**src/rtl/if_id_skid_buffer_pkg.sv**
```systemverilog
`default_nettype none
// ============================================================================
// Module   : if_id_skid_buffer_pkg
// Brief    : Shared state encoding, NOP word and default widths for the
//            IF/ID pipeline register.
// Revision : 1.0
// ============================================================================
package if_id_skid_buffer_pkg;

    localparam int c_DEF_INSTR_W = 32;
    localparam int c_DEF_PC_W    = 32;

    // sll $0,$0,0 encodes as all zeros
    localparam logic [31:0] c_MIPS_NOP = 32'h0000_0000;

    // The state value doubles as the occupancy count
    localparam logic [1:0] c_ST_EMPTY = 2'd0;
    localparam logic [1:0] c_ST_ONE   = 2'd1;
    localparam logic [1:0] c_ST_TWO   = 2'd2;

endpackage
`default_nettype wire

```
**src/rtl/if_id_skid_buffer_skid_entry_reg.sv**
```systemverilog
`default_nettype none
// ============================================================================
// Module   : skid_entry_reg
// Brief    : Load-enabled {instr, pc4} register, async reset to {NOP, 0}.
// Revision : 1.0
// ============================================================================
module skid_entry_reg #(
    parameter int                   INSTR_W  = 32,
    parameter int                   PC_W     = 32,
    parameter logic [INSTR_W-1:0]   NOP_WORD = '0
) (
    input  logic               clk,
    input  logic               rst,
    input  logic               i_load,
    input  logic [INSTR_W-1:0] i_instr,
    input  logic [PC_W-1:0]    i_pc4,
    output logic [INSTR_W-1:0] o_instr,
    output logic [PC_W-1:0]    o_pc4
);

    logic [INSTR_W-1:0] r_instr;
    logic [PC_W-1:0]    r_pc4;

    always_ff @(posedge clk or posedge rst) begin
        if (rst) begin
            r_instr <= NOP_WORD;
            r_pc4   <= '0;
        end else if (i_load) begin
            r_instr <= i_instr;
            r_pc4   <= i_pc4;
        end
    end

    assign o_instr = r_instr;
    assign o_pc4   = r_pc4;

endmodule
`default_nettype wire

```
**src/rtl/if_id_skid_buffer.sv**
```systemverilog
`default_nettype none
// ============================================================================
// Module   : if_id_skid_buffer
// Brief    : Two-entry elastic IF/ID register with valid/ready and flush.
// Revision : 1.0
// ============================================================================
module if_id_skid_buffer
    import if_id_skid_buffer_pkg::*;
#(
    parameter int                 INSTR_W  = c_DEF_INSTR_W,
    parameter int                 PC_W     = c_DEF_PC_W,
    parameter logic [INSTR_W-1:0] NOP_WORD = c_MIPS_NOP
) (
    input  logic               clk,
    input  logic               rst,
    input  logic               flush,
    input  logic               in_valid,
    output logic               in_ready,
    input  logic [INSTR_W-1:0] in_instr,
    input  logic [PC_W-1:0]    in_pc4,
    output logic               out_valid,
    input  logic               out_ready,
    output logic [INSTR_W-1:0] out_instr,
    output logic [PC_W-1:0]    out_pc4,
    output logic [1:0]         count
);

    logic [1:0]         r_state;
    logic [1:0]         w_state_nxt;
    logic               w_push;
    logic               w_pop;
    logic               w_head_load;
    logic [INSTR_W-1:0] w_head_instr;
    logic [PC_W-1:0]    w_head_pc4;
    logic               w_skid_load;
    logic [INSTR_W-1:0] w_skid_instr;
    logic [PC_W-1:0]    w_skid_pc4;

    // in_ready depends on registered state only, never on out_ready
    assign in_ready  = !rst && (r_state != c_ST_TWO);
    assign out_valid = (r_state != c_ST_EMPTY);
    assign count     = r_state;
    assign w_push    = in_valid && in_ready && !flush;
    assign w_pop     = out_valid && out_ready;

    // Every transition into EMPTY reloads the head with a bubble
    always_comb begin
        w_state_nxt  = r_state;
        w_head_load  = 1'b0;
        w_head_instr = in_instr;
        w_head_pc4   = in_pc4;
        w_skid_load  = 1'b0;
        if (flush) begin
            w_state_nxt  = c_ST_EMPTY;
            w_head_load  = 1'b1;
            w_head_instr = NOP_WORD;
            w_head_pc4   = '0;
        end else begin
            case (r_state)
                c_ST_EMPTY: begin
                    if (w_push) begin
                        w_state_nxt = c_ST_ONE;
                        w_head_load = 1'b1;
                    end
                end
                c_ST_ONE: begin
                    if (w_push && w_pop) begin
                        w_head_load = 1'b1;
                    end else if (w_push) begin
                        w_state_nxt = c_ST_TWO;
                        w_skid_load = 1'b1;
                    end else if (w_pop) begin
                        w_state_nxt  = c_ST_EMPTY;
                        w_head_load  = 1'b1;
                        w_head_instr = NOP_WORD;
                        w_head_pc4   = '0;
                    end
                end
                c_ST_TWO: begin
                    if (w_pop) begin
                        w_state_nxt  = c_ST_ONE;
                        w_head_load  = 1'b1;
                        w_head_instr = w_skid_instr;
                        w_head_pc4   = w_skid_pc4;
                    end
                end
                default: begin
                    w_state_nxt  = c_ST_EMPTY;
                    w_head_load  = 1'b1;
                    w_head_instr = NOP_WORD;
                    w_head_pc4   = '0;
                end
            endcase
        end
    end

    always_ff @(posedge clk or posedge rst) begin
        if (rst) begin
            r_state <= c_ST_EMPTY;
        end else begin
            r_state <= w_state_nxt;
        end
    end

    skid_entry_reg #(
        .INSTR_W  (INSTR_W),
        .PC_W     (PC_W),
        .NOP_WORD (NOP_WORD)
    ) u_head (
        .clk     (clk),
        .rst     (rst),
        .i_load  (w_head_load),
        .i_instr (w_head_instr),
        .i_pc4   (w_head_pc4),
        .o_instr (out_instr),
        .o_pc4   (out_pc4)
    );

    skid_entry_reg #(
        .INSTR_W  (INSTR_W),
        .PC_W     (PC_W),
        .NOP_WORD (NOP_WORD)
    ) u_skid (
        .clk     (clk),
        .rst     (rst),
        .i_load  (w_skid_load),
        .i_instr (in_instr),
        .i_pc4   (in_pc4),
        .o_instr (w_skid_instr),
        .o_pc4   (w_skid_pc4)
    );

endmodule
`default_nettype wire
```
**config.mk**
```make
export PLATFORM = sky130hd
export DESIGN_NAME = if_id_skid_buffer
export DESIGN_NICKNAME = d
export VERILOG_FILES = /design/src/rtl/if_id_skid_buffer_pkg.sv /design/src/rtl/if_id_skid_buffer_skid_entry_reg.sv /design/src/rtl/if_id_skid_buffer.sv
export SDC_FILE = /design/constraint.sdc
export NUM_CORES = 1
export LEC_CHECK = 0
export CORE_ASPECT_RATIO = 0.6
export CORE_MARGIN = 5
export CORE_UTILIZATION = 51
export DETAILED_ROUTE_END_ITERATION = 10
export GPL_TIMING_DRIVEN = 1
export PLACE_DENSITY = 0.85
export SLEW_MARGIN = 20
export SYNTH_ARGS = -nofsm -noshare
export SYNTH_HDL_FRONTEND = slang
export SYNTH_SLANG_ARGS = --single-unit
export TNS_END_PERCENT = 20
```
**constraint.sdc**
```tcl
create_clock -name clk -period 5.2 [get_ports clk]
set_clock_uncertainty 0.1 [all_clocks]
set_input_delay 0.52 -clock clk [delete_from_list [all_inputs] [get_ports clk]]
set_output_delay 0.52 -clock clk [all_outputs]
set_load 0.05 [all_outputs]
```
* Yosys cells after proc, flatten, opt, wreduce, memory -nomap -nowiden *
Cells that the tools add are included.

storage, ports and cells
  flip-flop bits (word level) = 130
  output and inout port bits = 68

operators by class
  equal/unequal tests = 7
  multiplexer cells = 28
  reduce and logical (&&, ||, !) cells = 10

operators with widths
  cell                                                              count
  32-bit two-way mux                                                10
  32-bit case mux with 3 select lines                               2
  2-bit two-way mux                                                 6
  3-bit != test (second input constant)                             3
  1-bit two-way mux                                                 8
  2-bit case mux with 3 select lines                                1
  1-bit logical AND                                                 5
  4-bit != test (second input constant)                             1
  4-bit AND reduction                                               1
  1-bit case mux with 3 select lines                                1
  2-bit by 1-bit == test with 1-bit output (second input constant)  1
  2-bit == test (second input constant)                             1
  1-bit logical NOT                                                 2
  2-bit logical NOT                                                 1
  2-bit != test (second input constant)                             1
  2-bit nonzero test                                                1

* Depth between registers and ports, before layout *
  depth in word-level cells = 8
  mapped depth = 6

* Cells and area by module *
A second synthesis with hierarchy kept.

second synthesis, totals
  cell total of the unflattened synthesis = 517
  area, all modules = 6711.4 sq um

by module, submodules not included
  module             instances  cells an instance  area each (sq um)
  skid_entry_reg     2          136                2682.6
  if_id_skid_buffer  1          245                1346.3

* Least setup slack after synthesis *
Ideal clock, no wire load.

  kind = register to output
  from = register r_state[0], in the netlist count[0]
  to = output in_ready
  data arrival time = 1669 ps
  required time = 4580 ps
  setup slack = 2911 ps
  cell stages (with the launch flop) = 3
  buffers on the path = 0
  path through = dfrtp_1 > and2b_2 > nor2_1

between the ends
  cells in the longest elaborated chain, start to end = 2

ends and longest elaborated chain
  what                      RTL line                  text
  start: declaration        if_id_skid_buffer.sv:28   logic [1:0] r_state;
  start signal: assignment  if_id_skid_buffer.sv:99   r_state <= c_ST_EMPTY;
  start signal: assignment  if_id_skid_buffer.sv:101  r_state <= w_state_nxt;
  2-bit != test             if_id_skid_buffer.sv:40   assign in_ready = !rst && (r_state != c_ST_TWO);
  1-bit logical AND         if_id_skid_buffer.sv:40
  end: declaration          if_id_skid_buffer.sv:18   output logic in_ready,

Every way passes these cells.

* Final worst setup path *
  from = input rst
  to = register u_skid.r_pc4[10], in the netlist u_skid.o_pc4[10]

between the ends
  cells in the longest elaborated chain, start to end = 8

ends and longest elaborated chain
  what                                                    RTL line                                          text
  start: declaration                                      if_id_skid_buffer.sv:15                           input logic rst,
  1-bit logical NOT (no source line) *                    n/a
  1-bit logical AND *                                     if_id_skid_buffer.sv:40
  1-bit logical AND * (2 in a row)                        if_id_skid_buffer.sv:43                           assign w_push = in_valid && in_ready && !flush;
  1-bit two-way mux or 1-bit logical AND (tied branches)  if_id_skid_buffer.sv:69, if_id_skid_buffer.sv:67
  1-bit two-way mux *                                     if_id_skid_buffer.sv:67                           if (w_push && w_pop) begin
  1-bit two-way mux *                                     if_id_skid_buffer.sv:59                           case (r_state)
  1-bit two-way mux *                                     if_id_skid_buffer.sv:53                           if (flush) begin
  end signal: assignment                                  if_id_skid_buffer_skid_entry_reg.sv:30            r_pc4 <= i_pc4;
  end: declaration                                        if_id_skid_buffer_skid_entry_reg.sv:22            logic [PC_W-1:0] r_pc4;

Every way passes the cells marked *; elsewhere a longest branch is shown, timed or not.
A chain may end at the register's enable or synchronous reset.

==> results.yml <==
sta:
  rsz0062_at_grt: "false"
  finalSetupViolCount: 0
  worst_slew_pin_slew_ns: 1.01
  fin_setup_tns_ns: 0
  fmax_ghz: 0.367
  slew_viol_final: 0
  final-hold-violation-count: 0
  layout_min_cycle_time_ns: 2.72
  fin_crit_sh_pct: 52.4
  slew_headroom_pct: 32.6
logic_synthesis:
  synthDistinctLibCells: 25
  syn_nets: 521
  yosysSeqAreaShare_pct: 53.5
  synth_top_area_share_pct: 53.5
  synth_area_per_cell_um2: 13.5
  synth_top_area_cell: "dfrtp_1"
  synthesis.instances: 452
  ys_warn_count: 0
  yosys-top-cells-area: "dfrtp_1 54%, mux2_2 12%, mux2i_1 11%"
  ys_ff_latch: 130
  syn_area_um2: 6080
setup_path:
  cp_slowest_cell: "nand3_4"
  crit_type: "in2reg"
  cp-end-kind: "register"
  cp_cell_sequence: "clkdlybuf4s50_1 -> nor2b_1 -> nand3_4 -> mux2_2"
  startpoint: "rst"
  crit-reg2reg-launch: "count[1]"
  arrival_ns: 2.90
  max_stage_delay_ns: 0.82
  cp-start-kind: "input port"
  cp_max_fo: 64
  cp.required_ns: 5.38
worst_hold_path:
  min_from: "u_skid.o_instr[27]"
  min_path_type: "reg2reg"
clocking:
  root_buffer: "clkbuf_16"
  cts.clk_slew.worst_paths_ns: 0.05
  hold_buffers: 0
  clock_latency_ns: 0.41
  cts_tree: "yes"
  cts_buffers: 17
  cts_sinks: 130
  cts_setup_buffers: 0
  clockBufferDepth: 2
  h-tree-depth: 4
  post_cts_resized: 0
global_routing:
  grt_use_total_pct: 22.9
  grt_max_degree: 65
  antenna_found_initial: 0
  first_global_vias: 4683
  grt_remaining_overflow: 0
  grt_pass1_wl_um: 25400
finish:
  regArea_um2: 3250
  fin_util_pct: 71.6
  fill_cells: 752
  final_common_cell: "clkdlybuf4s50_1"
  layout_common_cells: "135 x clkdlybuf4s50_1, 130 x dfrtp_1"
  syn2layout_area_growth_pct: 35.3
  multi_input_area_um2: 2670
  diodes: 0
  drive_gt1_share_pct: 18.8
  layout.nets: 646
drt:
  drc: 0
  post_drt_wl_per_cell_um: 21.4
  vias_per_cell: 6.02
  wirelength_um: 16100
  drt_iter0_markers: 261
  ant_nets: 0
  dr.pass1.iters: 4
  vias: 4514
status:
  status: "finished clean"
die:
  initial_core_util_pct: 52.9
  die_y_um: 94.6
  core_area_um2: 11500
  rows: 30
  boundaryPins: 137
  die_w_um: 151
  dieArea_um2: 14300
power:
  p_total_mw: 3.05
  vdd_ir_drop_max_mv: 0.244
  power_density_nw_per_um2: 370
  p_leak_nw: 3.73
flow_run:
  maxCapViolations: 0
place:
  dp_hpwl_um: 10000
  io_buffers: 136
  gp_congestion: 0.787
registers in the layout (all words and copies together), names as in the netlist:
signal and cells:
count 2, u_skid.o_instr 32, u_skid.o_pc4 32, u_head.o_instr 32
u_head.o_pc4 32
worst max-delay path, delay by kind of cell:
family	cells	cell delay, ns
and+or+nand+nor	2	1.21
buffers and inverters	1	0.52
muxes	1	0.61
cell type report:
cell class                      count  area share (%)
Clock buffer                       19            5.26
Clock inverter                     13            2.27
Inverter                            2           0.122
Multi-Input combinational cell    281            32.5
Sequential cell                   130            39.6
Tap cell                          160            2.43
Timing Repair Buffer              145            17.8
where the power goes:
part           internal (mW)  switching, mW  total (mW)  leakage (nW)
registers               1.14         0.0749        1.22          1.73
clock network          0.802          0.449        1.25         0.289
logic                  0.269          0.310       0.579          1.70
per-stage QoR:
step           setup slack, ns  instance area (µm²)  hold slack [ns]  instances
2_1_floorplan             1.11                 6080            0.379        452
3_3_place_gp              1.97                 7550            0.386        716
3_5_place_dp              2.05                 7580            0.390        717
4_1_cts                   2.47                 8200            0.406        749
5_1_grt                   2.38                 8220            0.411        750
6_report                  2.48                 8220            0.403        750
cells in the mapped netlist:
| library cell | instances |
|---|---|
| a21oi_1 | 3 |
| a21oi_2 | 1 |
| a22o_1 | 64 |
| a31oi_4 | 1 |
| and2b_1 | 1 |
| and2b_2 | 1 |
| buf_1 | 2 |
| buf_2 | 23 |
| buf_4 | 1 |
| clkbuf_1 | 13 |
| dfrtp_1 | 130 |
| inv_1 | 2 |
| mux2_2 | 64 |
| mux2i_1 | 64 |
| nand2_1 | 3 |
| nand2b_1 | 2 |
| nand3_1 | 1 |
| nor2_1 | 4 |
| nor2b_1 | 1 |
| nor3_1 | 1 |
| nor3b_1 | 1 |
| o21ai_0 | 2 |
| o21bai_1 | 2 |
| o2bb2ai_1 | 64 |
| or3b_1 | 1 |
logic make-up after synthesis:
group           share of synthesized area (%)
buf+inv                                  3.07
mux                                      22.4
compound gates                           19.6
flops                                    53.5
simple gates                             1.44
worst paths after layout:
kind	end	slack (ns)	cells past startpoint
max	u_skid.o_pc4[10]	2.48	4
min	u_skid.o_instr[27]	0.40	1
max reg2reg	u_head.o_pc4[19]	2.70	6
min reg2reg	u_skid.o_instr[27]	0.40	1
max in group asynchronous	u_skid.o_pc4[0]	3.49	3
min in group asynchronous	u_skid.o_pc4[4]	0.53	2
routing by layer:
metal / track usage (%) / wire length [µm] / vias up
met3: 6.14 / 1140 / 23
met4: 7.01 / 225 / 0
met1: 32.8 / 7310 / 2307
met2: 34.4 / 7410 / 172
li1: - / - / 2012
met5: 0 / 0 / -
Note: power is estimated with default switching activity, not from simulation.
